`src/rtl/pc_gen_unit.sv`:
```
// rtl/pc_gen_unit.sv - program-counter generator with valid/ready fetch handshake, trap/redirect priority and epoch tagging
// Optional misaligned-redirect correction enabled by PCGEN_ALIGN_CHECK_EN.
module pc_gen_unit #(
    parameter int               XLEN       = 32,
    parameter logic [XLEN-1:0]  RESET_VEC  = 32'h0000_0000,
    parameter logic [XLEN-1:0]  TRAP_VEC   = 32'h0000_0100,
    parameter int               INST_BYTES = 4,
    parameter int               EPOCH_W    = 2
) (
    input  logic                clk,
    input  logic                rst,
    input  logic                pc_ready,
    input  logic                redirect_valid,
    input  logic [XLEN-1:0]     redirect_target,
    input  logic                trap_valid,
    input  logic                halt_req,
    output logic [XLEN-1:0]     pc,
    output logic                pc_valid,
    output logic [EPOCH_W-1:0]  pc_epoch,
    output logic                align_err
);

    typedef enum logic [1:0] {
        ST_BOOT = 2'd0,
        ST_RUN  = 2'd1,
        ST_HALT = 2'd2
    } state_t;

    localparam logic [XLEN-1:0]    STEP      = XLEN'(INST_BYTES);
    localparam logic [EPOCH_W-1:0] EPOCH_ONE = EPOCH_W'(1);

    state_t          state;
    logic            fire;
    logic [XLEN-1:0] pc_seq;
    logic [XLEN-1:0] redirect_pc;
    logic            redirect_misaligned;

    assign fire   = pc_valid & pc_ready;
    assign pc_seq = pc + STEP;

`ifdef PCGEN_ALIGN_CHECK_EN
    localparam logic [XLEN-1:0] ALIGN_MASK = XLEN'(INST_BYTES - 1);

    assign redirect_pc         = redirect_target & ~ALIGN_MASK;
    assign redirect_misaligned = |(redirect_target & ALIGN_MASK);
`else
    assign redirect_pc         = redirect_target;
    assign redirect_misaligned = 1'b0;
`endif

    // Trap beats redirect beats halt beats sequential advance; every branch is registered.
    always_ff @(posedge clk or negedge rst) begin
        if (!rst) begin
            state     <= ST_BOOT;
            pc        <= RESET_VEC;
            pc_valid  <= 1'b0;
            pc_epoch  <= '0;
            align_err <= 1'b0;
        end else begin
            align_err <= 1'b0;
            case (state)
                ST_BOOT: begin
                    if (halt_req) begin
                        state    <= ST_HALT;
                        pc_valid <= 1'b0;
                    end else begin
                        state    <= ST_RUN;
                        pc_valid <= 1'b1;
                    end
                end
                ST_RUN, ST_HALT: begin
                    if (trap_valid) begin
                        pc       <= TRAP_VEC;
                        pc_epoch <= pc_epoch + EPOCH_ONE;
                        state    <= ST_RUN;
                        pc_valid <= 1'b1;
                    end else if (redirect_valid) begin
                        pc        <= redirect_pc;
                        pc_epoch  <= pc_epoch + EPOCH_ONE;
                        state     <= ST_RUN;
                        pc_valid  <= 1'b1;
                        align_err <= redirect_misaligned;
                    end else if (state == ST_RUN && halt_req) begin
                        state    <= ST_HALT;
                        pc_valid <= 1'b0;
                        if (fire) begin
                            pc <= pc_seq;
                        end
                    end else if (state == ST_HALT && !halt_req) begin
                        state    <= ST_RUN;
                        pc_valid <= 1'b1;
                    end else if (fire) begin
                        pc <= pc_seq;
                    end
                end
                default: begin
                    state    <= ST_BOOT;
                    pc_valid <= 1'b0;
                end
            endcase
        end
    end

endmodule

```
`config.mk`:
```
export PLATFORM = sky130hd
export DESIGN_NAME = pc_gen_unit
export DESIGN_NICKNAME = d
export VERILOG_FILES = /design/src/rtl/pc_gen_unit.sv
export SDC_FILE = /design/constraint.sdc
export NUM_CORES = 1
export LEC_CHECK = 0
export BUFFER_PORTS_ARGS = -buffer_cell sky130_fd_sc_hd__buf_2
export CELL_PAD_IN_SITES_DETAIL_PLACEMENT = 1
export CELL_PAD_IN_SITES_GLOBAL_PLACEMENT = 2
export CORE_MARGIN = 8
export CORE_UTILIZATION = 32
export DETAILED_ROUTE_END_ITERATION = 10
export GPL_ROUTABILITY_DRIVEN = 0
export GPL_TIMING_DRIVEN = 1
export PLACE_DENSITY_LB_ADDON = 0.1
export SLEW_MARGIN = 40
export SYNTH_ARGS = -nofsm -noshare
export SYNTH_HDL_FRONTEND = slang
export SYNTH_SLANG_ARGS = --single-unit
export TNS_END_PERCENT = 10
```
`constraint.sdc`:
```
create_clock -name clk -period 3.4 [get_ports clk]
set_input_delay 0.68 -clock clk [delete_from_list [all_inputs] [get_ports clk]]
set_output_delay 0.68 -clock clk [all_outputs]
set_load 0.01 [all_outputs]
```
## Word level (Yosys, flattened, before mapping)

Cells that the tools add are included.

- Word-level logic and storage cells: 38
- Bits of input ports: 38
- Bits in registers: 37

- Bitwise logic cells: 1
- Reduce and logical (&&, ||, !) cells: 8
- Equality and inequality tests: 4
- Multiplexer cells: 19
- Add/sub/neg operators: 2

Operators with widths:

| cell | count |
|---|---|
| 32-bit 2-to-1 mux | 5 |
| 32-bit by 3-bit adder with 32-bit output, second input constant | 1 |
| 2-bit 2-to-1 mux | 7 |
| 1-bit 2-to-1 mux | 5 |
| 5-bit inequality test, second input constant | 1 |
| 4-bit inequality test, second input constant | 1 |
| 2-bit case mux with 2 select lines | 1 |
| 2-bit AND reduction | 2 |
| 2-bit by 1-bit adder with 2-bit output, second input constant | 1 |
| 2-bit by 1-bit equality test with 1-bit output, second input constant | 1 |
| 2-bit equality test, second input constant | 1 |
| 1-bit logical AND | 2 |
| 2-bit zero test | 1 |
| 1-bit case mux with 2 select lines | 1 |
| 2-bit nonzero test | 1 |
| 2-bit OR reduction | 1 |
| 1-bit AND | 1 |
| 1-bit zero test | 1 |

## Logic depth before layout (Yosys ltp)

- Word-level depth: 7
- Gate-level depth with buffers: 8

## Worst setup path after synthesis

OpenSTA, ideal clock, no wires.

- Kind: input-to-reg
- Start: in redirect_valid
- End: reg pc[25]
- Data required time: 3,284 ps
- Cell stages on the path: 6
- Buffers on the path: 3
- Path slack: 1,168 ps
- Arrival: 2,116 ps
- Path through: clkbuf_1 > or2_2 > clkbuf_1 > or3_1 > clkbuf_1 > o311ai_0

- Longest elaborated chain between the ends: 2
- Elaborated cells between the ends (all ways): 4

RTL lines:

| what | line | RTL |
|---|---|---|
| start, declared | 13 | `input logic redirect_valid,` |
| 4-bit inequality test (no source line) or 32-bit 2-to-1 mux (tied branches) | n/a |  |
| 2-bit AND reduction (no source line) or 32-bit 2-to-1 mux (tied branches) | n/a |  |
| end signal, assigned | 78 | `pc <= redirect_pc;` |
| end signal, assigned | 87 | `pc <= pc_seq;` |
| end signal, assigned | 93 | `pc <= pc_seq;` |
| end, declared | 17 | `output logic [XLEN-1:0] pc,` |

Several ways; a longest one is shown, not always the timed one.
A chain may end at the register's enable or synchronous reset.

## Worst setup path in the final report

- Start: reg state[0]
- End: reg pc[18]

- Longest elaborated chain between the ends: 5
- Elaborated cells between the ends (all ways): 10

RTL lines:

| what | line | RTL |
|---|---|---|
| start, declared | 32 | `state_t state;` |
| start signal, assigned | 54 | `state <= ST_BOOT;` |
| start signal, assigned | 64 | `state <= ST_HALT;` |
| start signal, assigned | 67 | `state <= ST_RUN;` |
| 2-bit by 1-bit equality test with 1-bit output | 61, 83 |  |
| 1-bit logical AND | 83 | `end else if (state == ST_RUN && halt_req) begin` |
| 32-bit 2-to-1 mux | 83 |  |
| 32-bit 2-to-1 mux | 77 | `end else if (redirect_valid) begin` |
| 32-bit 2-to-1 mux | 72 | `if (trap_valid) begin` |

Several ways; a longest one is shown, not always the timed one.

==> summary.txt <==
Run status: complete, no violations
# resized after CTS: 0
Num ports: 74
Via count: 2436
Final nets: 392
Iteration-0 DRC Markers: 78
Netlist cell types: 47
Synthesis-stage register bit count: 37
Syn avg cell area: 8.62 um^2
Primary FF master, synth: dfrtp_1
Syn_nets: 322
Worst Clk Skew: 0.00854 ns
H-Tree Level Count: 2
CP endpoint kind: flip-flop
1st-pass router iterations: 4
CP peak stage delay: 0.46 ns
Die footprint: 10500 um^2
Peak ir drop on the vdd network: 0.307 mV
Share of layout cells above drive strength 1: 0.266
Setup TNS: 0 ns
Setup violators final: 0
Commonest non-fill, non-tap cell in the layout: buf_2
GR peak layer: met2
Ys async rst share: 1.00
Dpl hpwl: 6.35 mm
Initial Utilization: 0.332
Met2 usage: 0.274
CP Max Fanout: 16
Num rows: 31
Leakage: 1.31 nW
Number of I/O port buffers: 72
Gate Count Post-Synth: 279
Period utilisation layout: 0.726
Final wirelength: 8.51 mm
Met1 Resource Use GR: 0.227
Core outline area: 7250 um^2
Worst path cell trace: inv_1, ha_1, nand3_1, o21a_1, buf_4, nor4_1, a21oi_1, o21ai_0
Hold Fails Final Rpt: 0
Area Growth Syn to Fin: 23.6%
Global-route wire length before repair: 14.1 mm
Post-synthesis sequential area ratio: 0.385
Max frequency: 0.405 GHz
Die width: 103 um
CTS tree: done
Post-layout util: 0.410
Most frequent cells in the layout: buf_2, dfrtp_1, o21ai_0
HP Class: input pin to asynchronous set/reset pin
Antenna Nets Post-Route: 0
Final std cells w/o fill: 448
Clk buf depth: 2
Yosys warns: 0
Initial antenna violation count: 0
CTS Sinks: 37
Largest net degree at the start of global routing: 38
Max-Cap Viols: 0
Vias per std cell: 5.44
CP Launch Type: flip-flop
Grt ovf: 0
Critical path class: flip-flop to flip-flop
Post-Syn Area: 2400 um^2
Worst-margin pin slew: 0.750 ns
Critical path data arrival time: 2.68 ns
CP max-delay cell: ha_1
Clk_lat worst skew: 0.29 ns
Max Slew Vio Count: 0
Die Span Y: 103 um
Post-CTS Setup Repair Bufs: 0
Avg WL per Cell: 19.0 um
Number of global-route vias before repair: 2611
Num CTS Buffers: 5
GRT Total Usage: 0.170
Root buffer cell: clkbuf_8
Dpl cells: 441
Slew margin rel.: 0.496
Met3 usage: 0.0371
Ant. Diodes: 0
P per Cell Area: 817 nW/um^2
RSZ-0062 raised after global routing: no
# DRC: 0
Min Tclk post-route: 2.47 ns
Worst EP required: 3.61 ns
Clock transition at path regs: 0.08 ns
Hold buffer count at CTS: 0
EDFF count, synth: 0
registers in the layout, summed over array words and instances, names as in the netlist:
| name | count |
|---|---|
| pc_epoch | 2 |
| pc_valid | 1 |
| pc | 32 |
| state | 2 |
cell type report:
cell class,instances,area [um^2]
inverter,11,41.3
fill,904,4280
tap,99,124
multi-input combinational,215,1380
clock buffer,7,86.3
sequential,37,926
timing repair buffer,79,415
where the power goes:
| part | leakage (nW) | switching, W | internal, W |
|---|---|---|---|
| clock | 0.0443 | 0.000161 | 0.000161 |
| sequential | 0.481 | 0.000287 | 0.000626 |
| combinational | 0.789 | 0.000705 | 0.000487 |
| total | 1.31 | 0.00115 | 0.00127 |
per-stage QoR:
| stage | total power (W) | cell area [um^2] | hold WS (ns) | worst slack (ns) |
|---|---|---|---|---|
| floorplan | 0.00160 | 2400 | 0.384 | 1.17 |
| global placement | 0.00211 | 2880 | 0.463 | 0.866 |
| detailed placement | 0.00213 | 2880 | 0.462 | 0.794 |
| CTS | 0.00246 | 2970 | 0.375 | 0.926 |
| global route | 0.00265 | 2970 | 0.392 | 0.716 |
| finish | 0.00243 | 2970 | 0.358 | 0.931 |
path summary, 6_finish.rpt:
path	to	cells past startpoint	from	slack [ns]
min	pc[5]	1	rst	0.36
min in group clk	pc_epoch[1]	1	pc_epoch[1]	0.47
max reg2reg	pc[18]	8	state[0]	0.93
min reg2reg	pc_epoch[1]	1	pc_epoch[1]	0.47
max in group asynchronous	pc[30]	1	rst	2.68
max	pc[18]	8	state[0]	0.93
critical path: cells and delay by family, from the launching register on:
kind,cells,cell delay (ns)
adder cells (fa/ha/maj),1,0.46
AND/OR/NAND/NOR,2,0.49
flip-flops,1,0.40
buffers and inverters,2,0.38
AO/OA/AOI/OAI,3,0.66
cell usage after synthesis, types with 2 or more instances:
library cell  count  share of area
nand2_1          27          0.042
or3_1             3         0.0078
or2_2             2         0.0052
o21ai_0          30          0.062
clkbuf_1         14          0.022
nor4_1            6          0.016
o22ai_1           4          0.010
and3_1            7          0.018
a22oi_1           4          0.012
and2_1            2         0.0052
a22o_1            4          0.015
nand4_1          11          0.029
a32oi_1           9          0.033
o31a_1            2         0.0073
a2bb2oi_1         4          0.015
ha_1              5          0.026
a221o_1           2         0.0083
o2bb2ai_1         4          0.015
xnor2_1           7          0.025
inv_1            11          0.017
xor2_1            7          0.025
o311ai_0          2         0.0073
dfrtp_1          37           0.39
a21oi_1          16          0.033
nor2_1           13          0.020
nand3_1          15          0.031
mux2i_1           2         0.0083
nor3_1            5          0.010
a31oi_1           2         0.0052
nor2b_1           3         0.0078
o31ai_1           3         0.0094
routing by layer:
layer	up-vias	part of all wire
met2	49	0.45
met3	5	0.048
met5	-	0
met1	1199	0.49
li1	1183	-
met4	0	0.0085
kinds of logic after synthesis:
group / share of synthesized area
muxes: 0.0130
DFF: 0.385
AOI/OAI and AO/OA: 0.249
buffers and inverters: 0.0442
and+or+nand+nor: 0.230
other: 0.00156
adders and majority gates: 0.0260
xor gates and xnor gates: 0.0510
No activity file was read; power rests on OpenSTA's default activity.
